### config.mk
export PLATFORM = sky130hd
export DESIGN_NAME = sdram_arbiter_flat
export DESIGN_NICKNAME = d
export VERILOG_FILES = /design/src/rtl/sdram_arb_pkg.sv /design/src/rtl/sdram_arbiter_if.sv /design/src/rtl/sdram_arb_pick.sv /design/src/rtl/sdram_arbiter.sv /design/src/flat_wrapper.sv
export SDC_FILE = /design/constraint.sdc
export NUM_CORES = 1
export LEC_CHECK = 0
export ABC_AREA = 1
export CORE_MARGIN = 2
export CORE_UTILIZATION = 30
export DETAILED_ROUTE_END_ITERATION = 8
export PLACE_DENSITY = 0.76
export SYNTH_ARGS = -nofsm -noshare
export SYNTH_HDL_FRONTEND = slang
export SYNTH_SLANG_ARGS = --single-unit
### constraint.sdc
create_clock -name clk -period 1.62 [get_ports clk]
set_input_delay 0.162 -clock clk [delete_from_list [all_inputs] [get_ports clk]]
set_output_delay 0.162 -clock clk [all_outputs]
set_load 0.01 [all_outputs]
### src/rtl/sdram_arb_pkg.sv
// Shared types for the SDRAM request arbiter: master ids, FSM states and index helpers.
// No timing of its own; used by the arbiter, its selector and its interface.
package sdram_arb_pkg;

    localparam int NUM_MASTERS = 3;

    typedef enum logic [1:0] {
        GPU = 2'd0,
        CPU = 2'd1,
        SD  = 2'd2
    } master_t;

    typedef enum logic [1:0] {
        IDLE = 2'd0,
        BUSY = 2'd1,
        RESP = 2'd2
    } arb_state_t;

    function automatic master_t onehot_to_master(input logic [NUM_MASTERS-1:0] oh);
        if (oh[2]) begin
            return SD;
        end
        if (oh[1]) begin
            return CPU;
        end
        return GPU;
    endfunction

    function automatic logic [NUM_MASTERS-1:0] master_to_onehot(input master_t m);
        logic [NUM_MASTERS-1:0] oh;
        oh = '0;
        oh[m] = 1'b1;
        return oh;
    endfunction

endpackage

### src/rtl/sdram_arbiter_if.sv
// Master-side and controller-side request/response bundle of the SDRAM arbiter.
// Masters hold m_req until m_gnt; the controller answers each c_req with a c_ready pulse.
interface sdram_arbiter_if #(
    parameter int ADDR_W = 25,
    parameter int DATA_W = 32
);
    import sdram_arb_pkg::*;

    localparam int MASK_W = DATA_W / 8;

    logic [NUM_MASTERS-1:0]        m_req;
    logic [NUM_MASTERS-1:0]        m_we;
    logic [NUM_MASTERS*ADDR_W-1:0] m_addr;
    logic [NUM_MASTERS*DATA_W-1:0] m_wdata;
    logic [NUM_MASTERS*MASK_W-1:0] m_wmask;
    logic [NUM_MASTERS-1:0]        m_gnt;
    logic [NUM_MASTERS-1:0]        m_done;
    logic [DATA_W-1:0]             m_rdata;

    logic                          c_req;
    logic                          c_we;
    logic [ADDR_W-1:0]             c_addr;
    logic [DATA_W-1:0]             c_wdata;
    logic [MASK_W-1:0]             c_wmask;
    logic                          c_ready;
    logic [DATA_W-1:0]             c_rdata;

    // Arbiter's own view: slave to the masters, master to the controller.
    modport arb (
        input  m_req, m_we, m_addr, m_wdata, m_wmask,
        output m_gnt, m_done, m_rdata,
        output c_req, c_we, c_addr, c_wdata, c_wmask,
        input  c_ready, c_rdata
    );

    modport master (
        output m_req, m_we, m_addr, m_wdata, m_wmask,
        input  m_gnt, m_done, m_rdata
    );

    modport slave (
        input  c_req, c_we, c_addr, c_wdata, c_wmask,
        output c_ready, c_rdata
    );

endinterface

### src/rtl/sdram_arb_pick.sv
// Winner selection: GPU first unless its streak is capped with others waiting; CPU/SD by rr.
// Purely combinational, zero latency; no backpressure of its own.
module sdram_arb_pick
    import sdram_arb_pkg::*;
(
    input  logic [NUM_MASTERS-1:0] m_req,
    input  logic                   streak_at_max,
    input  master_t                rr,
    output logic [NUM_MASTERS-1:0] win_oh,
    output logic                   win_vld
);

    logic others_req;

    always_comb begin
        others_req = m_req[CPU] | m_req[SD];
        win_oh     = '0;
        if (m_req[GPU] && !(streak_at_max && others_req)) begin
            win_oh[GPU] = 1'b1;
        end else if (rr == SD) begin
            if (m_req[SD]) begin
                win_oh[SD] = 1'b1;
            end else if (m_req[CPU]) begin
                win_oh[CPU] = 1'b1;
            end
        end else begin
            if (m_req[CPU]) begin
                win_oh[CPU] = 1'b1;
            end else if (m_req[SD]) begin
                win_oh[SD] = 1'b1;
            end
        end
    end

    assign win_vld = |win_oh;

endmodule

### src/rtl/sdram_arbiter.sv
// Shares one SDRAM controller port between GPU, CPU and SD DMA, one transaction in flight.
// Grant to c_req 1 cycle, c_ready to m_done 1 cycle; m_gnt held off until the FSM is back in IDLE.
module sdram_arbiter
    import sdram_arb_pkg::*;
#(
    parameter int ADDR_W         = 25,
    parameter int DATA_W         = 32,
    parameter int GPU_MAX_STREAK = 4
) (
    input  logic          clk,
    input  logic          rst_n,
    sdram_arbiter_if.arb  bus
);

    localparam int MASK_W   = DATA_W / 8;
    localparam int STREAK_W = $clog2(GPU_MAX_STREAK + 1);

    arb_state_t             state;
    arb_state_t             state_nxt;
    master_t                owner;
    master_t                rr;
    master_t                win_idx;
    logic [STREAK_W-1:0]    streak;
    logic                   streak_at_max;

    logic                   we_q;
    logic [ADDR_W-1:0]      addr_q;
    logic [DATA_W-1:0]      wdata_q;
    logic [MASK_W-1:0]      wmask_q;
    logic [DATA_W-1:0]      rdata_q;

    logic [NUM_MASTERS-1:0] win_oh;
    logic                   win_vld;
    logic                   take;
    logic [NUM_MASTERS-1:0] gnt;
    logic [NUM_MASTERS-1:0] done;
    logic                   creq;

    assign streak_at_max = (streak == STREAK_W'(GPU_MAX_STREAK));

    sdram_arb_pick u_pick (
        .m_req         (bus.m_req),
        .streak_at_max (streak_at_max),
        .rr            (rr),
        .win_oh        (win_oh),
        .win_vld       (win_vld)
    );

    assign win_idx = onehot_to_master(win_oh);

    always_ff @(posedge clk or negedge rst_n) begin
        if (!rst_n) begin
            state <= IDLE;
        end else begin
            state <= state_nxt;
        end
    end

    // rst_n gates the grant so nothing is accepted while the block is held in reset.
    always_comb begin
        state_nxt = state;
        take      = 1'b0;
        gnt       = '0;
        done      = '0;
        creq      = 1'b0;
        case (state)
            IDLE: begin
                if (win_vld && rst_n) begin
                    take      = 1'b1;
                    gnt       = win_oh;
                    state_nxt = BUSY;
                end
            end
            BUSY: begin
                creq = 1'b1;
                if (bus.c_ready) begin
                    state_nxt = RESP;
                end
            end
            RESP: begin
                done      = master_to_onehot(owner);
                state_nxt = IDLE;
            end
            default: begin
                state_nxt = IDLE;
            end
        endcase
    end

    always_ff @(posedge clk or negedge rst_n) begin
        if (!rst_n) begin
            owner   <= GPU;
            rr      <= CPU;
            streak  <= '0;
            we_q    <= 1'b0;
            addr_q  <= '0;
            wdata_q <= '0;
            wmask_q <= '0;
            rdata_q <= '0;
        end else begin
            if (take) begin
                owner   <= win_idx;
                we_q    <= bus.m_we[win_idx];
                addr_q  <= bus.m_addr[int'(win_idx)*ADDR_W +: ADDR_W];
                wdata_q <= bus.m_wdata[int'(win_idx)*DATA_W +: DATA_W];
                wmask_q <= bus.m_wmask[int'(win_idx)*MASK_W +: MASK_W];
                if (win_idx == GPU) begin
                    if (!streak_at_max) begin
                        streak <= streak + 1'b1;
                    end
                end else begin
                    streak <= '0;
                    rr     <= (win_idx == CPU) ? SD : CPU;
                end
            end
            if (state == BUSY && bus.c_ready) begin
                rdata_q <= bus.c_rdata;
            end
        end
    end

    assign bus.m_gnt   = gnt;
    assign bus.m_done  = done;
    assign bus.m_rdata = rdata_q;
    assign bus.c_req   = creq;
    assign bus.c_we    = we_q;
    assign bus.c_addr  = addr_q;
    assign bus.c_wdata = wdata_q;
    assign bus.c_wmask = wmask_q;

endmodule

### src/flat_wrapper.sv
// flat-port wrapper written by rule: the top's interface ports become plain ports
module sdram_arbiter_flat import sdram_arb_pkg::*;
#(
    parameter int ADDR_W         = 25,
    parameter int DATA_W         = 32,
    parameter int GPU_MAX_STREAK = 4
)
  (clk, rst_n, bus_m_req, bus_m_we, bus_m_addr, bus_m_wdata, bus_m_wmask, bus_m_gnt, bus_m_done, bus_m_rdata, bus_c_req, bus_c_we, bus_c_addr, bus_c_wdata, bus_c_wmask, bus_c_ready, bus_c_rdata);
  sdram_arbiter_if #(.ADDR_W(ADDR_W), .DATA_W(DATA_W)) bus_i ();
  input  logic clk;
  input  logic rst_n;
  input wire logic [$bits(bus_i.m_req)-1:0] bus_m_req;
  input wire logic [$bits(bus_i.m_we)-1:0] bus_m_we;
  input wire logic [$bits(bus_i.m_addr)-1:0] bus_m_addr;
  input wire logic [$bits(bus_i.m_wdata)-1:0] bus_m_wdata;
  input wire logic [$bits(bus_i.m_wmask)-1:0] bus_m_wmask;
  output wire logic [$bits(bus_i.m_gnt)-1:0] bus_m_gnt;
  output wire logic [$bits(bus_i.m_done)-1:0] bus_m_done;
  output wire logic [$bits(bus_i.m_rdata)-1:0] bus_m_rdata;
  output wire logic [$bits(bus_i.c_req)-1:0] bus_c_req;
  output wire logic [$bits(bus_i.c_we)-1:0] bus_c_we;
  output wire logic [$bits(bus_i.c_addr)-1:0] bus_c_addr;
  output wire logic [$bits(bus_i.c_wdata)-1:0] bus_c_wdata;
  output wire logic [$bits(bus_i.c_wmask)-1:0] bus_c_wmask;
  input wire logic [$bits(bus_i.c_ready)-1:0] bus_c_ready;
  input wire logic [$bits(bus_i.c_rdata)-1:0] bus_c_rdata;
  assign bus_i.m_req = bus_m_req;
  assign bus_i.m_we = bus_m_we;
  assign bus_i.m_addr = bus_m_addr;
  assign bus_i.m_wdata = bus_m_wdata;
  assign bus_i.m_wmask = bus_m_wmask;
  assign bus_m_gnt = bus_i.m_gnt;
  assign bus_m_done = bus_i.m_done;
  assign bus_m_rdata = bus_i.m_rdata;
  assign bus_c_req = bus_i.c_req;
  assign bus_c_we = bus_i.c_we;
  assign bus_c_addr = bus_i.c_addr;
  assign bus_c_wdata = bus_i.c_wdata;
  assign bus_c_wmask = bus_i.c_wmask;
  assign bus_i.c_ready = bus_c_ready;
  assign bus_i.c_rdata = bus_c_rdata;
  sdram_arbiter #(.ADDR_W(ADDR_W), .DATA_W(DATA_W), .GPU_MAX_STREAK(GPU_MAX_STREAK)) u_core (.clk(clk), .rst_n(rst_n), .bus(bus_i));
endmodule
# Word level (Yosys, flattened, before mapping)
# Cells that the tools add are included.
totals:
  reg_bits: 103
  out_inout_bits: 101
op_classes:
  addsub: 1
  mul: 1
  n_lt_le_gt_ge: 3
  n_eq_ne: 8
  n_shift: 3
  mux: 30
  bitwise_logic: 2
  reduce_logical: 12
op_table:
  columns: ["cell", "n"]
  rows:
  - ["96-bit by 8-bit variable part select with 32-bit output", 1]
  - ["75-bit by 32-bit variable part select with 25-bit output", 1]
  - ["2-bit two-way mux", 9]
  - ["3-bit two-way mux", 5]
  - ["1-bit two-way mux", 13]
  - ["12-bit by 5-bit variable part select with 4-bit output", 1]
  - ["2-bit by 5-bit multiplier with 7-bit output (second input constant)", 1]
  - ["2-bit by 3-bit < comparator with 1-bit output (second input constant)", 2]
  - ["2-bit AND reduction", 3]
  - ["1-bit logical AND", 5]
  - ["2-bit by 1-bit == test with 1-bit output (second input constant)", 2]
  - ["2-bit == test (second input constant)", 2]
  - ["2-bit logical NOT", 2]
  - ["2-bit inequality test (second input constant)", 2]
  - ["2-bit one-hot mux with 2 select lines", 1]
  - ["3-bit by 1-bit adder with 3-bit output (second input constant)", 1]
  - ["3-bit == test (second input constant)", 1]
  - ["3-bit OR reduction", 1]
  - ["1-bit binary-select mux with 2-bit select", 1]
  - ["1-bit demux with 2-bit select", 1]
  - ["2-bit by 1-bit >= comparator with 1-bit output (second input constant)", 1]
  - ["2-bit by 1-bit inequality test with 1-bit output (second input constant)", 1]
  - ["1-bit logical NOT", 1]
  - ["1-bit inverter", 1]
  - ["1-bit bitwise OR", 1]

# Depth between registers and ports, before layout
# Gate-level depths: netlist of run 1.
depth:
  word_depth: 12
  mapped_depth: 12
  ltp_nobuf: 11

# Hierarchy
# Synthesis of run 1 repeated with hierarchy kept, for this count alone.
hier_totals:
  hier_cells: 756
  area_unflattened_um2: 5296.3
by_module_without_submodules:
  columns: ["module", "instances", "cells_per_inst", "area_each_um2", "seq_area_each_um2"]
  rows:
  - ["sdram_arbiter", 1, 742, 5235.0, 2578.7]
  - ["sdram_arb_pick", 1, 14, 61.3, 0.0]

# Least setup slack after synthesis of run 1
# Ideal clock, no wire load.
synth_path:
  path_type: "register -> output"
  startpoint: "register u_core.streak[0]"
  endpoint: "output port bus_m_gnt[0]"
  arrival_time_ns: 1.384
  t_required_ns: 1.458
  slack_ns: 0.074
  stages_incl_launch_ff: 10
  cell_sequence: "dfrtp_1 -> inv_1 -> ha_1 -> nand2_1 -> inv_1 -> nand2_1 -> nand2_1 -> buf_2 -> buf_2 -> nor3_1"
synth_between:
  elab_chain_cells: 9
  elab_cells_between_ends: 10
  cone_classes: "1 x eq/ne; 4 x mux; 5 x reduce/logical"
synth_rtl:
  columns: ["item", "line", "text"]
  rows:
  - ["from (decl)", "sdram_arbiter.sv:23", "logic [STREAK_W-1:0] streak;"]
  - ["from (signal assigned)", "sdram_arbiter.sv:109", "streak <= streak + 1'b1;"]
  - ["3-bit == test *", "sdram_arbiter.sv:39", "assign streak_at_max = (streak == STREAK_W'(GPU_MAX_STREAK));"]
  - ["1-bit logical AND *", "sdram_arb_pick.sv:18", "if (m_req[GPU] && !(streak_at_max && others_req)) begin"]
  - ["1-bit logical NOT *", "sdram_arb_pick.sv:18", null]
  - ["1-bit logical AND *", "sdram_arb_pick.sv:18", null]
  - ["1-bit two-way mux / 2-bit two-way mux (equally long branches)", "sdram_arb_pick.sv:18", null]
  - ["3-bit OR reduction", "sdram_arb_pick.sv:35", "assign win_vld = |win_oh;"]
  - ["1-bit logical AND", "sdram_arbiter.sv:68", "if (win_vld && rst_n) begin"]
  - ["3-bit two-way mux *", "sdram_arbiter.sv:68", null]
  - ["3-bit two-way mux *", "sdram_arbiter.sv:66", "case (state)"]
  - ["to (decl)", "flat_wrapper.sv:17", "output wire logic [$bits(bus_i.m_gnt)-1:0] bus_m_gnt;"]
# Every way passes the cells marked *; elsewhere a longest branch is shown, timed or not.

# Final worst setup path of run 1
layout_path:
  startpoint: "register u_core.streak[1]"
  endpoint: "register u_core.wdata_q[13] (netlist: u_core.bus.c_wdata[13])"
layout_between:
  elab_chain_cells: 10
  elab_cells_between_ends: 17
  cone_classes: "1 x eq/ne; 1 x shift; 10 x mux; 5 x reduce/logical"
layout_rtl:
  columns: ["item", "line", "text"]
  rows:
  - ["3-bit == test *", "sdram_arbiter.sv:39", null]
  - ["1-bit logical AND *", "sdram_arb_pick.sv:18", null]
  - ["1-bit logical NOT *", "sdram_arb_pick.sv:18", null]
  - ["1-bit logical AND *", "sdram_arb_pick.sv:18", null]
  - ["2-bit two-way mux", "sdram_arb_pick.sv:18", null]
  - ["1-bit two-way mux (2 in a row)", "sdram_arb_pkg.sv:23", "if (oh[1]) begin"]
  - ["2-bit two-way mux", "sdram_arb_pkg.sv:26", "return GPU;"]
  - ["2-bit two-way mux", "sdram_arb_pkg.sv:23", null]
  - ["96-bit by 8-bit variable part select with 32-bit output", "sdram_arbiter.sv:105", "wdata_q <= bus.m_wdata[int'(win_idx)*DATA_W +: DATA_W];"]
  - ["to (signal assigned)", "sdram_arbiter.sv:105", null]
  - ["to (decl)", "sdram_arbiter.sv:28", "logic [DATA_W-1:0] wdata_q;"]
# Every way passes the cells marked *; elsewhere a longest branch is shown, timed or not. The select of a mux whose other input is x is not followed.
# A chain may end at the register's enable or synchronous reset.

==> flow_metrics.env, run 1 <==
export IMPL_cts_tree="yes"
export IMPL_endpoint="u_core.bus.c_wdata[13]"
export IMPL_clkSlewWorstSetupHoldPaths_ns=0.08
export IMPL_post_synth_top_count_cell="nand2_1"
export IMPL_rr_endpoint="u_core.bus.c_wdata[13]"
export IMPL_grt_pass1_vias=7063
export IMPL_run_status="complete, but fails checks"
export IMPL_setup_worst_path_class="register to register"
export IMPL_yosysUniqueCellTypes=21
export IMPL_clkSinkCount=103
export IMPL_critical_path_required_ns=1.90
export IMPL_final_cells=1548
export IMPL_dp_cells=1511
export IMPL_final_layout_size_suffix_gt1_share_pct=15.0
export IMPL_crit_chain="inv_2 -> ha_4 -> nand2_4 -> inv_2 -> nand2_4 -> nand2_8 -> nand2_8 -> buf_12 -> buf_12 -> buf_16 -> nand2_1 -> nand3_1 -> a21oi_1"
export IMPL_async_flop_share_pct=100
export IMPL_rsz0062_at_grt="yes"
export IMPL_track_usage_pct=20.8
export IMPL_synth_largest_type_area_fraction_pct=41.6
export IMPL_tightestPinTransition_ns=0.588
export IMPL_clock_skew_final_ns=0.0115
export IMPL_cts_root_buf="clkbuf_16"
export IMPL_postLayoutSetupSlackWorst_ns=-0.116
export IMPL_synth_largest_area_cell="dfrtp_1"
export IMPL_grt_ovfl_total=0
export IMPL_final_hold_worst_slack_ns=0.332
export IMPL_timing_hold_worst_class="input port to register"
export IMPL_drt_pre_antenna_iters=5
export IMPL_core_um2=20200
export IMPL_slowest_delay_ns=0.40
export IMPL_clkLatencyLatePin_ns=0.36
export IMPL_finalCriticalPeriod_ns=1.74
export IMPL_detailed_route_wire_length_per_cell_um=15.7
export IMPL_grt_first_pass_wirelength_mm=36.1
export IMPL_grt_start_max_net_pins=104
export IMPL_initial_utilization_pct=30.4
export IMPL_grt_antenna_before_repair=1
export IMPL_numCtsBuffers=9
export IMPL_max_cap_violations=0
export IMPL_drt_antenna_violating_nets=0
export IMPL_power_per_cell_area_nw_per_um2=1280
export IMPL_slowest_cell_on_crit_path="dfrtp_1"
export IMPL_cp_capture_type="register"
export IMPL_synth_enable_flop_cells=0
export IMPL_io_pins=325
export IMPL_power_leakage_uw=0.00566
export IMPL_slew_headroom_pct=60.8
export IMPL_timing_max_transition_violations_final=0
export IMPL_synth_warning_count=0
export IMPL_r2r_cells=13
export IMPL_synth_area_um2=6140
export IMPL_area_growth_synth_to_final_pct=80.6
export IMPL_totalPowerFinal_uw=14200
export IMPL_place_detailed_hpwl_mm=15.5
export IMPL_worstSetupStartpointType="register"
export IMPL_die_width_um=147
export IMPL_die_area_um2=21600
export IMPL_failed_checks="setup timing"
export IMPL_synth_sequential_area_ratio_pct=42.0
export IMPL_dr_total_vias=7203
export IMPL_placement_io_buffers=324
export IMPL_synth_top_cells_by_area="dfrtp_1 (42%), nand3_1 (15%), nand2_1 (15%)"
export IMPL_area_used_by_multi_input_combinational_logic_um2=3040
export IMPL_cts_buffer_depth=2
export IMPL_irDropWorstVdd_mv=0.846
export IMPL_cts_htree_levels=3
export IMPL_viasPerCell=4.65
export IMPL_hold_depth=3
export IMPL_synth_ff_type="dfrtp_1"
export IMPL_reg2reg_from="u_core.streak[1]"
export IMPL_synthesis_instances=937
export IMPL_arr_time_crit_path_ns=2.02
export IMPL_rrSetupSlack_ns=-0.12
export IMPL_period_share_pct=107
export IMPL_finalWeightedCongestion=0.812
export IMPL_initialDrtViolationCount=255
export IMPL_rows=52
export IMPL_final_net_count=1498
export IMPL_setup_violations_final=63
export IMPL_detail_route_wirelength_mm=24.3
export IMPL_postSynthRegisterBits=103
export IMPL_crit_path_max_fanout=7
export IMPL_register_area_um2=2580
export IMPL_nFillCells=1837
export IMPL_drc_errors=0
export IMPL_hold_viol=0
export IMPL_worstSetupStartpoint="u_core.streak[1]"
export IMPL_highest_clock_frequency_the_design_can_meet_ghz=0.576
export IMPL_die_height_um=147
export IMPL_synthesis_area_per_instance_um2=6.55
export IMPL_post_synth_top_cells="nand2_1 (242), inv_1 (197), nand3_1 (189), dfrtp_1 (102), nor2_1 (66)"
export IMPL_syn_nets=1163
==> critical path: cells and delay by family, from the launching register on <==
family                     cells  cell delay, ns
AOI/OAI and AO/OA              1            0.13
and+or+nand+nor                6            0.41
buffers and inverters          5            0.57
DFF                            1            0.40
adders and majority gates      1            0.14
==> cell type report <==
class	count	area share (%)
diodes	1	0.0226
clock buffers	9	2.03
clock inverters	7	0.609
inverters	200	6.79
multi-input cells	576	27.4
flip-flops and latches	103	23.3
well taps	270	3.05
repair buffers	382	36.9
==> metrics by stage <==
stage,setup TNS [ns],setup WS (ns),util [%],area [um2]
CTS,-3.69,-0.136,52.7,10600
floorplan,0,0.0739,-,6140
global route,-8.12,-0.168,55.0,11100
global placement,-13.38,-0.353,49.1,9900
finish,-2.68,-0.116,55.0,11100
detailed placement,-15.94,-0.353,49.1,9900
==> state kept, by name, summed over array words and instances, names as in the netlist <==
| register | cells |
|---|---|
| u_core.bus.c_wdata | 32 |
| u_core.bus.m_rdata | 32 |
| u_core.bus.c_addr | 25 |
| u_core.bus.c_wmask | 4 |
| u_core.streak | 3 |
| u_core.owner | 2 |
| u_core.rr | 2 |
| u_core.state | 2 |
| u_core.bus.c_we | 1 |
==> placed cells by master (no fill, tap or decap), types with 3 or more instances in the layout <==
| cell | instances |
|---|---|
| clkdlybuf4s50_1 | 316 |
| nand2_1 | 218 |
| inv_1 | 189 |
| nand3_1 | 153 |
| dfrtp_1 | 102 |
| nor2_1 | 63 |
| nand3_2 | 34 |
| a21oi_1 | 33 |
| a21oi_2 | 29 |
| buf_4 | 27 |
| clkbuf_16 | 16 |
| nand2_2 | 15 |
| buf_12 | 15 |
| inv_2 | 10 |
| nand2_4 | 9 |
| buf_16 | 5 |
| buf_6 | 5 |
| nor2_4 | 3 |
==> worst min-delay path by stage <==
| stage | from | to | slack (ns) |
|---|---|---|---|
| 2_1_floorplan | rst_n | u_core.bus.c_addr[0] | -0.13 |
| 3_3_place_gp | rst_n | u_core.bus.m_rdata[5] | 0.32 |
| 3_5_place_dp | rst_n | u_core.bus.m_rdata[11] | 0.32 |
| 4_1_cts | bus_c_rdata[9] | u_core.bus.m_rdata[9] | 0.32 |
| 5_1_grt | bus_c_rdata[9] | u_core.bus.m_rdata[9] | 0.33 |
| 6_report | bus_c_rdata[9] | u_core.bus.m_rdata[9] | 0.33 |
==> logic make-up after synthesis <==
group           count (synthesis)  share of synthesized area [%]
fa+ha+maj                       2                          0.408
compound gates                 67                           5.56
buf+inv                       258                           16.8
xor+xnor                        1                          0.143
flops                         103                           42.0
simple gates                  506                           35.1
==> routing by layer <==
layer  global-route usage (%)  up-vias  part of all wire, %
met5                        0        -                    0
met4                     6.68        0                  2.1
met3                     5.53       35                  8.5
met2                     35.2      284                   48
met1                     25.9     3364                   41
li1                         -     3520                    -
==> report_power, final <==
| group | switching (uW) | internal (uW) |
|---|---|---|
| registers | 707 | 3760 |
| logic | 3510 | 3970 |
| clock network | 1120 | 1080 |
==> repair_timing <==
action	4_1_cts	5_1_grt
gates cloned	4	8
hold buffers	1	0
endpoints found under the hold margin	102	0
endpoints found under the setup margin	69	74
resized for setup	94	72
buffers inserted	7	2
pin swaps	19	15
(Power assumes the default switching activity.)
==> run 2, diff against run 1 <==
Settings changed: PLACE_DENSITY 0.76 to 0.77, SYNTH_HIERARCHICAL from default to 1.
Clock period 1.62 ns to 2 ns, I/O delays scaled along.
==> flow_metrics.env, run 2 <==
export IMPL_postLayoutSetupSlackWorst_ns=-0.00320
export IMPL_syn_nets=982
export IMPL_initialDrtViolationCount=288
export IMPL_period_share_pct=100
export IMPL_die_height_um=137
export IMPL_drt_antenna_violating_nets=0
export IMPL_yosysUniqueCellTypes=17
export IMPL_detail_route_wirelength_mm=20.9
export IMPL_critPathTopFamily="simple AND/OR/NAND/NOR gates"
export IMPL_diodes=0
export IMPL_power_leakage_uw=0.00476
export IMPL_final_cells=1314
export IMPL_synth_largest_type_area_fraction_pct=48.2
export IMPL_final_cell_mix="nand2_1 (393), clkdlybuf4s50_1 (317), dfrtp_1 (102)"
export IMPL_fin_util_pct=56.5
export IMPL_synth_largest_area_cell="dfrtp_1"
export IMPL_rsz0062_at_grt="yes"
export IMPL_place_detailed_hpwl_mm=14.4
export IMPL_post_synth_top_count_cell="nand2_1"
export IMPL_crit_chain="inv_2 -> ha_4 -> nand2_4 -> inv_2 -> inv_2 -> nor2_4 -> nor2_4 -> nor2_4 -> buf_6 -> nor2_4 -> clkbuf_16 -> clkbuf_16 -> nand2_2 -> nand3_2 -> nand2_1 -> nand2_1"
export IMPL_placement_io_buffers=324
export IMPL_power_per_cell_area_nw_per_um2=1120
export IMPL_reg2reg_from="u_core/streak[0]"
export IMPL_grt_pass1_vias=5655
export IMPL_final_hold_worst_slack_ns=-0.0463
export IMPL_arr_time_crit_path_ns=2.28
export IMPL_synthesis_area_per_instance_um2=7.01
export IMPL_track_usage_pct=19.8
export IMPL_grt_ovfl_total=0
export IMPL_synth_sequential_area_ratio_pct=48.7
export IMPL_crit_path_max_fanout=6
export IMPL_dr_total_vias=6097
export IMPL_hold_viol=30
export IMPL_timing_max_transition_violations_final=0
export IMPL_finalCriticalPeriod_ns=2.00
export IMPL_max_cap_violations=0
export IMPL_worstSetupPathDepth=16
export IMPL_async_flop_share_pct=100
export IMPL_synth_enable_flop_cells=0
export IMPL_slowest_delay_ns=0.37
export IMPL_die_width_um=137
export IMPL_critical_path_required_ns=2.28
export IMPL_cts_buffer_depth=2
export IMPL_clkSlewWorstSetupHoldPaths_ns=0.07
export IMPL_final_layout_size_suffix_gt1_share_pct=13.5
export IMPL_worstSetupStartpointType="register"
export IMPL_rr_endpoint="u_core/bus.c_addr[3]"
export IMPL_area_growth_synth_to_final_pct=84.5
export IMPL_core_um2=17300
export IMPL_die_area_um2=18700
export IMPL_run_status="complete, but fails checks"
export IMPL_io_pins=325
export IMPL_synthesis_instances=756
export IMPL_finalWeightedCongestion=0.826
export IMPL_dp_cells=1285
export IMPL_failed_checks="hold timing, setup timing"
export IMPL_clock_skew_final_ns=0.00944
export IMPL_cts_root_buf="clkbuf_16"
export IMPL_final_net_count=1310
export IMPL_critical_path_top_cell_by_count="nor2_4"
export IMPL_grt_first_pass_wirelength_mm=28.7
export IMPL_setup_violations_final=1
export IMPL_nFillCells=1538
export IMPL_clkSinkCount=103
export IMPL_rows=48
export IMPL_register_area_um2=2580
export IMPL_grt_antenna_before_repair=2
export IMPL_numCtsBuffers=9
export IMPL_tightestPinTransition_ns=0.588
export IMPL_synth_ff_type="dfrtp_1"
export IMPL_grt_start_max_net_pins=104
export IMPL_timing_setup_tns_ns=-0.00320
export IMPL_viasPerCell=4.64
export IMPL_detailed_route_wire_length_per_cell_um=15.9
export IMPL_clkLatencyLatePin_ns=0.34
export IMPL_initial_utilization_pct=30.6
export IMPL_timing_hold_worst_class="input port to async pin"
export IMPL_slew_headroom_pct=60.8
export IMPL_r2r_cells=16
export IMPL_synth_area_um2=5300
export IMPL_post_synth_top_cells="nand2_1 (435), nand3_1 (126), dfrtp_1 (102), buf_2 (28), inv_1 (16)"
export IMPL_highest_clock_frequency_the_design_can_meet_ghz=0.499
export IMPL_cts_tree="yes"
export IMPL_drc_errors=0
export IMPL_layout_cells_most_common="nand2_1"
export IMPL_postSynthRegisterBits=103
export IMPL_cp_capture_type="register"
export IMPL_slowest_cell_on_crit_path="dfrtp_1"
export IMPL_setup_worst_path_class="register to register"
export IMPL_drt_pre_antenna_iters=5
export IMPL_cts_htree_levels=3
export IMPL_synth_top_cells_by_area="dfrtp_1 (48%), nand2_1 (31%), nand3_1 (12%)"
export IMPL_irDropWorstVdd_mv=0.705
export IMPL_synth_warning_count=6
export IMPL_area_used_by_multi_input_combinational_logic_um2=2800
export IMPL_rrSetupSlack_ns=-0.003
export IMPL_worstPathBufferInverterCount=6
run 2: cell count changes after synthesis, moves of 3 or more:
cell | before | now
nand2_1 | 242 | 435
inv_1 | 197 | 16
nand3_1 | 189 | 126
a21oi_1 | 62 | 0
nor2_1 | 66 | 10
buf_2 | 46 | 28
nor2_2 | 0 | 5
buf_4 | 1 | 4
clkbuf_1 | 11 | 14
run 2: cells by family (layout without fill, tap and decap cells):
group / after synthesis / after routing / synth area share (%)
AOI/OAI and AO/OA: 4 / 4 / 0.425
and+or+nand+nor: 582 / 582 / 44.9
adders and majority gates: 2 / 2 / 0.472
DFF: 103 / 103 / 48.7
buffers and inverters: 65 / 398 / 5.55
run 2: worst max path at each step:
stage | start | endpoint
after floorplan | u_core/streak[0] | bus_m_gnt[2]
after global placement | bus_m_req[2] | bus_m_gnt[0]
after detailed placement | bus_m_req[2] | u_core/streak[2]
after CTS | u_core/streak[0] | bus_m_gnt[2]
after global routing | u_core/streak[1] | u_core/bus.c_addr[8]
final | u_core/streak[0] | u_core/bus.c_addr[3]
run 2: area by class of cell:
class | instances | area share [%]
inverter | 19 | 0.730
clock buffer | 10 | 2.34
multi-input combinational | 588 | 28.6
tap | 225 | 2.88
clock inverter | 6 | 0.384
sequential | 103 | 26.4
timing repair buffer | 363 | 38.7
run 2: timing repair:
item                       4_1_cts  5_1_grt
cloned                           0        9
buffers inserted                 0        4
hold buffers                     0        0
setup endpoints to repair        3       72
pin swaps                        0       35
resized for setup                7      108
run 2: stage by stage:
stage                     setup WS (ns)  area [um2]  hold slack [ns]  power [uW]
after CTS                        -0.154        9170          0.00287       10600
after detailed placement         -0.129        8910            0.384        8860
final                          -0.00320        9770          -0.0463       11000
after floorplan                   0.105        5300          -0.0956        5740
after global placement          -0.0692        8910            0.390        8780
after global routing            -0.0935        9770         -0.00296       11700
run 2: where the power goes:
part / leakage, uW / internal, uW / total, uW / switching [uW]
sequential: 0.00129 / 3070 / 3640 / 573
combinational: 0.00334 / 3060 / 5710 / 2640
clock: 0.000136 / 841 / 1620 / 779
run 2: worst reg2reg max path: cells and delay by family, from the launching register on:
kind / cells / cell delay (ns)
AND/OR/NAND/NOR: 9 / 0.76
flip-flops: 1 / 0.37
adder cells (fa/ha/maj): 1 / 0.16
buffers and inverters: 6 / 0.66
run 2: per-layer routing:
metal  GRT usage, %  vias to the layer above  part of all wire [%]
met1           22.6                     2802                    40
li1               -                     3021                     -
met5              0                        -                 0.062
met4           6.76                        2                   1.7
met2           34.8                      244                    49
met3           6.63                       28                   9.5
